--- src/rtl/wb_stage_pkg.sv ---
// Shared definitions for the writeback stage: load funct3 codes, FSM encodings
// and the register-file bus types used across the pipeline.
package wb_stage_pkg;

  typedef logic [4:0]  RegAddrBus;
  typedef logic [31:0] RegDataBus;

  localparam RegAddrBus ZeroReg     = 5'd0;
  localparam logic      WriteEnable = 1'b1;

  localparam logic [2:0] LB  = 3'd0;
  localparam logic [2:0] LH  = 3'd1;
  localparam logic [2:0] LW  = 3'd2;
  localparam logic [2:0] LBU = 3'd4;
  localparam logic [2:0] LHU = 3'd5;

  localparam logic [0:0] WB_IDLE      = 1'b0;
  localparam logic [0:0] WB_WAIT_LOAD = 1'b1;

endpackage

--- src/rtl/wb_stage_load_align.sv ---
// Combinational load aligner: picks the byte/halfword addressed by byte_off out
// of the raw memory word and extends it; flags misaligned or undecodable loads.
module load_align
  import wb_stage_pkg::*;
#(
  parameter int DATA_W = 32
) (
  input  logic [2:0]        funct3_i,
  input  logic [1:0]        byte_off_i,
  input  logic [DATA_W-1:0] rdata_i,
  output logic [DATA_W-1:0] data_o,
  output logic              misalign_err_o
);

  function automatic logic [DATA_W-1:0] ext8(input logic signed [7:0] b, input logic sgn);
    ext8 = sgn ? {{(DATA_W-8){b[7]}}, b} : {{(DATA_W-8){1'b0}}, b};
  endfunction

  function automatic logic [DATA_W-1:0] ext16(input logic signed [15:0] h, input logic sgn);
    ext16 = sgn ? {{(DATA_W-16){h[15]}}, h} : {{(DATA_W-16){1'b0}}, h};
  endfunction

  logic signed [7:0]  byte_sel;
  logic signed [15:0] half_sel;

  assign byte_sel = rdata_i[{byte_off_i, 3'b000} +: 8];
  assign half_sel = rdata_i[{byte_off_i[1], 4'b0000} +: 16];

  always_comb begin
    data_o         = rdata_i;
    misalign_err_o = 1'b0;
    case (funct3_i)
      LB:  data_o = ext8(byte_sel, 1'b1);
      LBU: data_o = ext8(byte_sel, 1'b0);
      LH: begin
        data_o         = ext16(half_sel, 1'b1);
        misalign_err_o = byte_off_i[0];
      end
      LHU: begin
        data_o         = ext16(half_sel, 1'b0);
        misalign_err_o = byte_off_i[0];
      end
      LW:  misalign_err_o = (byte_off_i != 2'b00);
      // Reserved encodings fall back to a word load but are reported.
      default: misalign_err_o = 1'b1;
    endcase
  end

endmodule

--- src/rtl/wb_stage.sv ---
// Writeback stage: sole driver of the register-file write port. Retires ALU
// results immediately and holds MEM off while a load response is outstanding.
module wb_stage
  import wb_stage_pkg::*;
#(
  parameter int DATA_W = 32,
  parameter int ADDR_W = 5,
  parameter int CNT_W  = 32
) (
  input  logic              clk_i,
  input  logic              rst_i,
  input  logic              mem_valid_i,
  output logic              mem_ready_o,
  input  logic              mem_RegWrite_i,
  input  logic [ADDR_W-1:0] mem_rd_addr_i,
  input  logic              mem_is_load_i,
  input  logic [2:0]        mem_funct3_i,
  input  logic [1:0]        mem_byte_off_i,
  input  logic [DATA_W-1:0] mem_alu_result_i,
  input  logic              dmem_rvalid_i,
  input  logic [DATA_W-1:0] dmem_rdata_i,
  output logic [ADDR_W-1:0] w_addr_o,
  output logic [DATA_W-1:0] w_data_o,
  output logic              wb_RegWrite_o,
  output logic [CNT_W-1:0]  wb_count_o,
  output logic              err_o
);

  logic [0:0]        state_p0;
  logic [ADDR_W-1:0] rd_p0;
  logic              rw_p0;
  logic [2:0]        f3_p0;
  logic [1:0]        off_p0;
  logic [DATA_W-1:0] ld_data;
  logic              ld_err;
  logic              accept;

  load_align #(.DATA_W(DATA_W)) u_load_align (
    .funct3_i       (f3_p0),
    .byte_off_i     (off_p0),
    .rdata_i        (dmem_rdata_i),
    .data_o         (ld_data),
    .misalign_err_o (ld_err)
  );

  assign mem_ready_o = (state_p0 == WB_IDLE);
  assign accept      = mem_valid_i && mem_ready_o;

  // Stage p0: pending-load context, captured on acceptance of a load
  always_ff @(posedge clk_i) begin
    if (accept && mem_is_load_i) begin
      rd_p0  <= mem_rd_addr_i;
      rw_p0  <= mem_RegWrite_i;
      f3_p0  <= mem_funct3_i;
      off_p0 <= mem_byte_off_i;
    end
  end

  // Stage p1: registered register-file write and FSM
  always_ff @(posedge clk_i or posedge rst_i) begin
    if (rst_i) begin
      state_p0      <= WB_IDLE;
      w_addr_o      <= '0;
      w_data_o      <= '0;
      wb_RegWrite_o <= 1'b0;
      wb_count_o    <= '0;
      err_o         <= 1'b0;
    end else begin
      wb_RegWrite_o <= 1'b0;
      case (state_p0)
        WB_IDLE: begin
          // A response with no load outstanding is a protocol violation.
          if (dmem_rvalid_i) err_o <= 1'b1;
          if (accept) begin
            if (mem_is_load_i) begin
              state_p0 <= WB_WAIT_LOAD;
            end else if (mem_RegWrite_i && (mem_rd_addr_i != ADDR_W'(ZeroReg))) begin
              w_addr_o      <= mem_rd_addr_i;
              w_data_o      <= mem_alu_result_i;
              wb_RegWrite_o <= WriteEnable;
              wb_count_o    <= wb_count_o + CNT_W'(1);
            end
          end
        end
        default: begin
          if (dmem_rvalid_i) begin
            state_p0 <= WB_IDLE;
            if (ld_err) err_o <= 1'b1;
            if (rw_p0 && (rd_p0 != ADDR_W'(ZeroReg))) begin
              w_addr_o      <= rd_p0;
              w_data_o      <= ld_data;
              wb_RegWrite_o <= WriteEnable;
              wb_count_o    <= wb_count_o + CNT_W'(1);
            end
          end
        end
      endcase
    end
  end

endmodule

--- config.mk ---
export PLATFORM = sky130hd
export DESIGN_NAME = wb_stage
export DESIGN_NICKNAME = d
export VERILOG_FILES = /design/src/rtl/wb_stage_pkg.sv /design/src/rtl/wb_stage_load_align.sv /design/src/rtl/wb_stage.sv
export SDC_FILE = /design/constraint.sdc
export NUM_CORES = 1
export LEC_CHECK = 0
export CAP_MARGIN = 10
export CORE_MARGIN = 1
export CORE_UTILIZATION = 25
export CTS_CLUSTER_SIZE = 16
export DETAILED_ROUTE_END_ITERATION = 6
export PLACE_DENSITY = 0.46
export SETUP_SLACK_MARGIN = 0.15
export SYNTH_ARGS = -nofsm -noshare
export SYNTH_HDL_FRONTEND = slang
export SYNTH_SLANG_ARGS = --single-unit
--- constraint.sdc ---
create_clock -name clk_i -period 2.6 [get_ports clk_i]
set_input_delay 0.52 -clock clk_i [delete_from_list [all_inputs] [get_ports clk_i]]
set_output_delay 0.52 -clock clk_i [all_outputs]
set_load 0.05 [all_outputs]
==> impl_metrics.csv <==
group,metric,value,unit
run_status,status,"finished, final reports clean",
floorplanning,core-area,16120,um2
worst_setup_path,crit_path_end_kind,"output pin",
cts,clkSinkCount,83,
floorplanning,die_y,131.4,um
route,drtPass1Iterations,7,
min_path,hold_class,"register to register",
cts,clock_latency,350,ps
cts,clockRootBuffer,"clkbuf_16",
worst_setup_path,rr_worst_depth,6,
layout,areaGrowthSynthToFinish,49.30,%
synthesis,avgSynthCellArea,9.727,um2
floorplanning,initial_utilization,0.2595,
worst_setup_path,reg2reg_from,"wb_count_o[3]$_DFFE_PP0P_",
synthesis,synth_compound_area_frac,0.1828,
sta,hold_violations,0,
synthesis,synth_common_cells,"dfrtp_1, nand2_1, o21ai_0, a21oi_1, nor2_1",
place,dpl.hpwl,9977,um
sta,finalClockSkew,8.869,ps
floorplanning,die_w,131.4,um
cts,clock_path_buffers,2,
worst_setup_path,critical_path_class,"register to output pin",
synthesis,ys_types,56,
grt,grt_pass1_vias,3788,
worst_setup_path,r2r_slack,420,ps
power_and_ir_drop,powerDensity,747.6,nW/um2
grt,grt_antenna_before_repair,1,
synthesis,synthMuxAreaShare,0.03649,
synthesis,yosys.area.top_type,"dfrtp_1",
floorplanning,dieArea,17250,um2
synthesis,synthArstFlopShare,0.8675,
worst_setup_path,slowest_stage,"dfrtp_1",
min_path,whs_path_depth,1,
route,drt_iter0_drc,192,
cts,cts_max_level,3,
sta,finalSetupTns,0,ps
flow_run,maxCapViolations,0,
worst_setup_path,cp-start-kind,"register",
route,ant_nets,0,
grt,grt_util_all_layers,0.1603,
place,dp_worst_setup_slack,90.41,ps
grt,grt_overflow_total,0,
floorplanning,num_rows,46,
sta,period_share,0.8661,
synthesis,syn_area,4183,um2
worst_setup_path,critPathMostFrequentCell,"buf_4",
worst_setup_path,crit_arrival,1730,ps
power_and_ir_drop,power.leakage,2.560,nW
route,routed_wirelength,13520,um
sta,relSlewSlack,0.6215,
worst_setup_path,path_cells,"buf_4, inv_1, buf_4",
worst_setup_path,critPathMaxStageDelay,450,ps
synthesis,yosys_most_used_dff,"dfrtp_1",
cts,cts_resized,0,
min_path,min_to,"err_o$_DFFE_PP0P_",
sta,drv_slew,0,
cts,cts_hold_buffers,0,
synthesis,synth-xor-area-share,0.06491,
synthesis,yosys.area_share.simple,0.1558,
place,gp_congestion,0.7776,
layout,final_net_count,660,
worst_setup_path,path_delay_family,"buffers and inverters",
worst_setup_path,regToRegEndpoint,"wb_count_o[17]$_DFFE_PP0P_",
sta,worstMarginPinSlew,567.7,ps
synthesis,ys_seq_area_frac,0.5097,
synthesis,yosysMostFrequentCell,"dfrtp_1",
grt,grt_max_degree,73,
grt,grt_pass1_wl,21200,um
cts,cts_made_buffers,9,
worst_setup_path,path_max_fanout,23,
route,viasPerCell,4.763,
place,portBuffers,151,
floorplanning,boundaryPins,152,
cts,clk_pin_slew,60,ps
synthesis,yosys-top-cells-area,"dfrtp_1, edfxtp_1, o21ai_0, a21oi_1, nand2_1",
sta,fmax,444.1,MHz
synthesis,ys_ff_latch,83,
synthesis,synth_top_area_frac,0.4308,
synthesis,ys_warn_count,0,
route,via_count,3815,
cts,cts_tree,"done",
synthesis,synth_top_family_by_area,"compound AO/OA/AOI/OAI gates",
sta,fin_crit,2252,ps
min_path,worstHoldStart,"err_o$_DFFE_PP0P_",
synthesis,synth_cells,430,
cts,cts_setup_buffers,0,
synthesis,synth_nets,511,
worst_setup_path,path_buf_inv,3,
sta,rsz0062_at_grt,"no",
route,drc,0,
synthesis,synth_fa_ha_area_frac,0.002991,
power_and_ir_drop,peakVddDrop,375.4,uV
worst_setup_path,cp_data_required_time,2080,ps
sta,setup_ws,348.1,ps
sta,setup_viol,0,
route,avgRoutedWirePerCell,16.88,um
synthesis,synth-edff-count,11,
layout,drive_gt1_frac,0.07021,
==> registers in the layout, indices dropped and copies added, names as in the netlist <==
signal	cells
err_o	1
f3_p0	3
off_p0	2
rd_p0	5
rw_p0	1
state_p0	1
w_addr_o	5
w_data_o	32
wb_RegWrite_o	1
wb_count_o	32
==> logic make-up after synthesis <==
kind of cell | Yosys count
AOI/OAI and AO/OA | 129
and+or+nand+nor | 129
DFF | 83
buffers and inverters | 43
xor gates and xnor gates | 31
muxes | 14
adders and majority gates | 1
==> metal layers <==
| metal | GRT usage | vias to the layer above | part of all wire |
|---|---|---|---|
| met4 | 0.06525 | 0 | 0.017 |
| li1 | - | 1846 | - |
| met1 | 0.2179 | 1811 | 0.47 |
| met3 | 0.04012 | 17 | 0.071 |
| met2 | 0.2417 | 141 | 0.44 |
| met5 | 0 | - | 0 |
==> metrics by stage <==
step	cells	cell area (um2)	util	total power, mW	hold slack (ps)
3_3_place_gp	784	5968	0.3703	3.499	457.5
4_1_cts	800	6242	0.3873	4.735	476.0
5_1_grt	801	6245	0.3875	4.893	488.0
2_1_floorplan	430	4183	-	2.771	525.6
6_report	801	6245	0.3875	4.668	474.1
3_5_place_dp	784	5968	0.3703	3.504	456.6
==> power breakdown <==
part / internal, mW / leakage (nW) / switching [mW]
Clock: 0.676 / 0.126 / 0.526
Sequential: 1.53 / 1.01 / 0.176
Combinational: 0.621 / 1.43 / 1.14
Total: 2.83 / 2.56 / 1.84
==> cell usage in the layout (no fill, tap or decap), types with 4 or more instances in the layout <==
cell type        Yosys  routed
nand2_1             52      52
xor2_1              18      18
nand4_1              6       6
edfxtp_1            11      11
a31oi_1              4       4
o22ai_1              4       4
a211oi_1             5       5
nand3_1              9       9
nor2b_1              5       5
o21ai_0             45      45
inv_1               15      14
xnor2_1             13      13
o221ai_1             8       8
a21oi_1             39      39
o21a_1               4       4
buf_4                2      12
o31ai_1              4       4
dfrtp_1             72      72
mux2i_1             13      13
o21ai_1              5       5
clkbuf_16            0       9
nor3_1              11      11
clkdlybuf4s50_1      0     150
nor2_1              22      22
==> final cells by class <==
type | count | area [um2]
Fill cell | 1630 | 9871
Sequential cell | 83 | 2132
Multi-Input combinational cell | 304 | 1853
Timing Repair Buffer | 165 | 1652
Tap cell | 216 | 270.3
Clock buffer | 13 | 250.2
Inverter | 16 | 61.31
Clock inverter | 3 | 23.77
Antenna cell | 1 | 2.502
==> worst max-delay path by stage <==
stage / from / to / slack, ps / cells after the start
after detailed placement: mem_is_load_i / wb_count_o[17]$_DFFE_PP0P_ / 90 / 7
final: state_p0$_DFF_PP0_ / mem_ready_o / 350 / 3
after floorplan: rst_i / err_o$_DFFE_PP0P_ / 260 / 1
after global placement: mem_is_load_i / wb_count_o[17]$_DFFE_PP0P_ / 90 / 7
after global routing: state_p0$_DFF_PP0_ / mem_ready_o / 240 / 3
after CTS: state_p0$_DFF_PP0_ / mem_ready_o / 320 / 3
No activity file was read; power rests on OpenSTA's default activity.
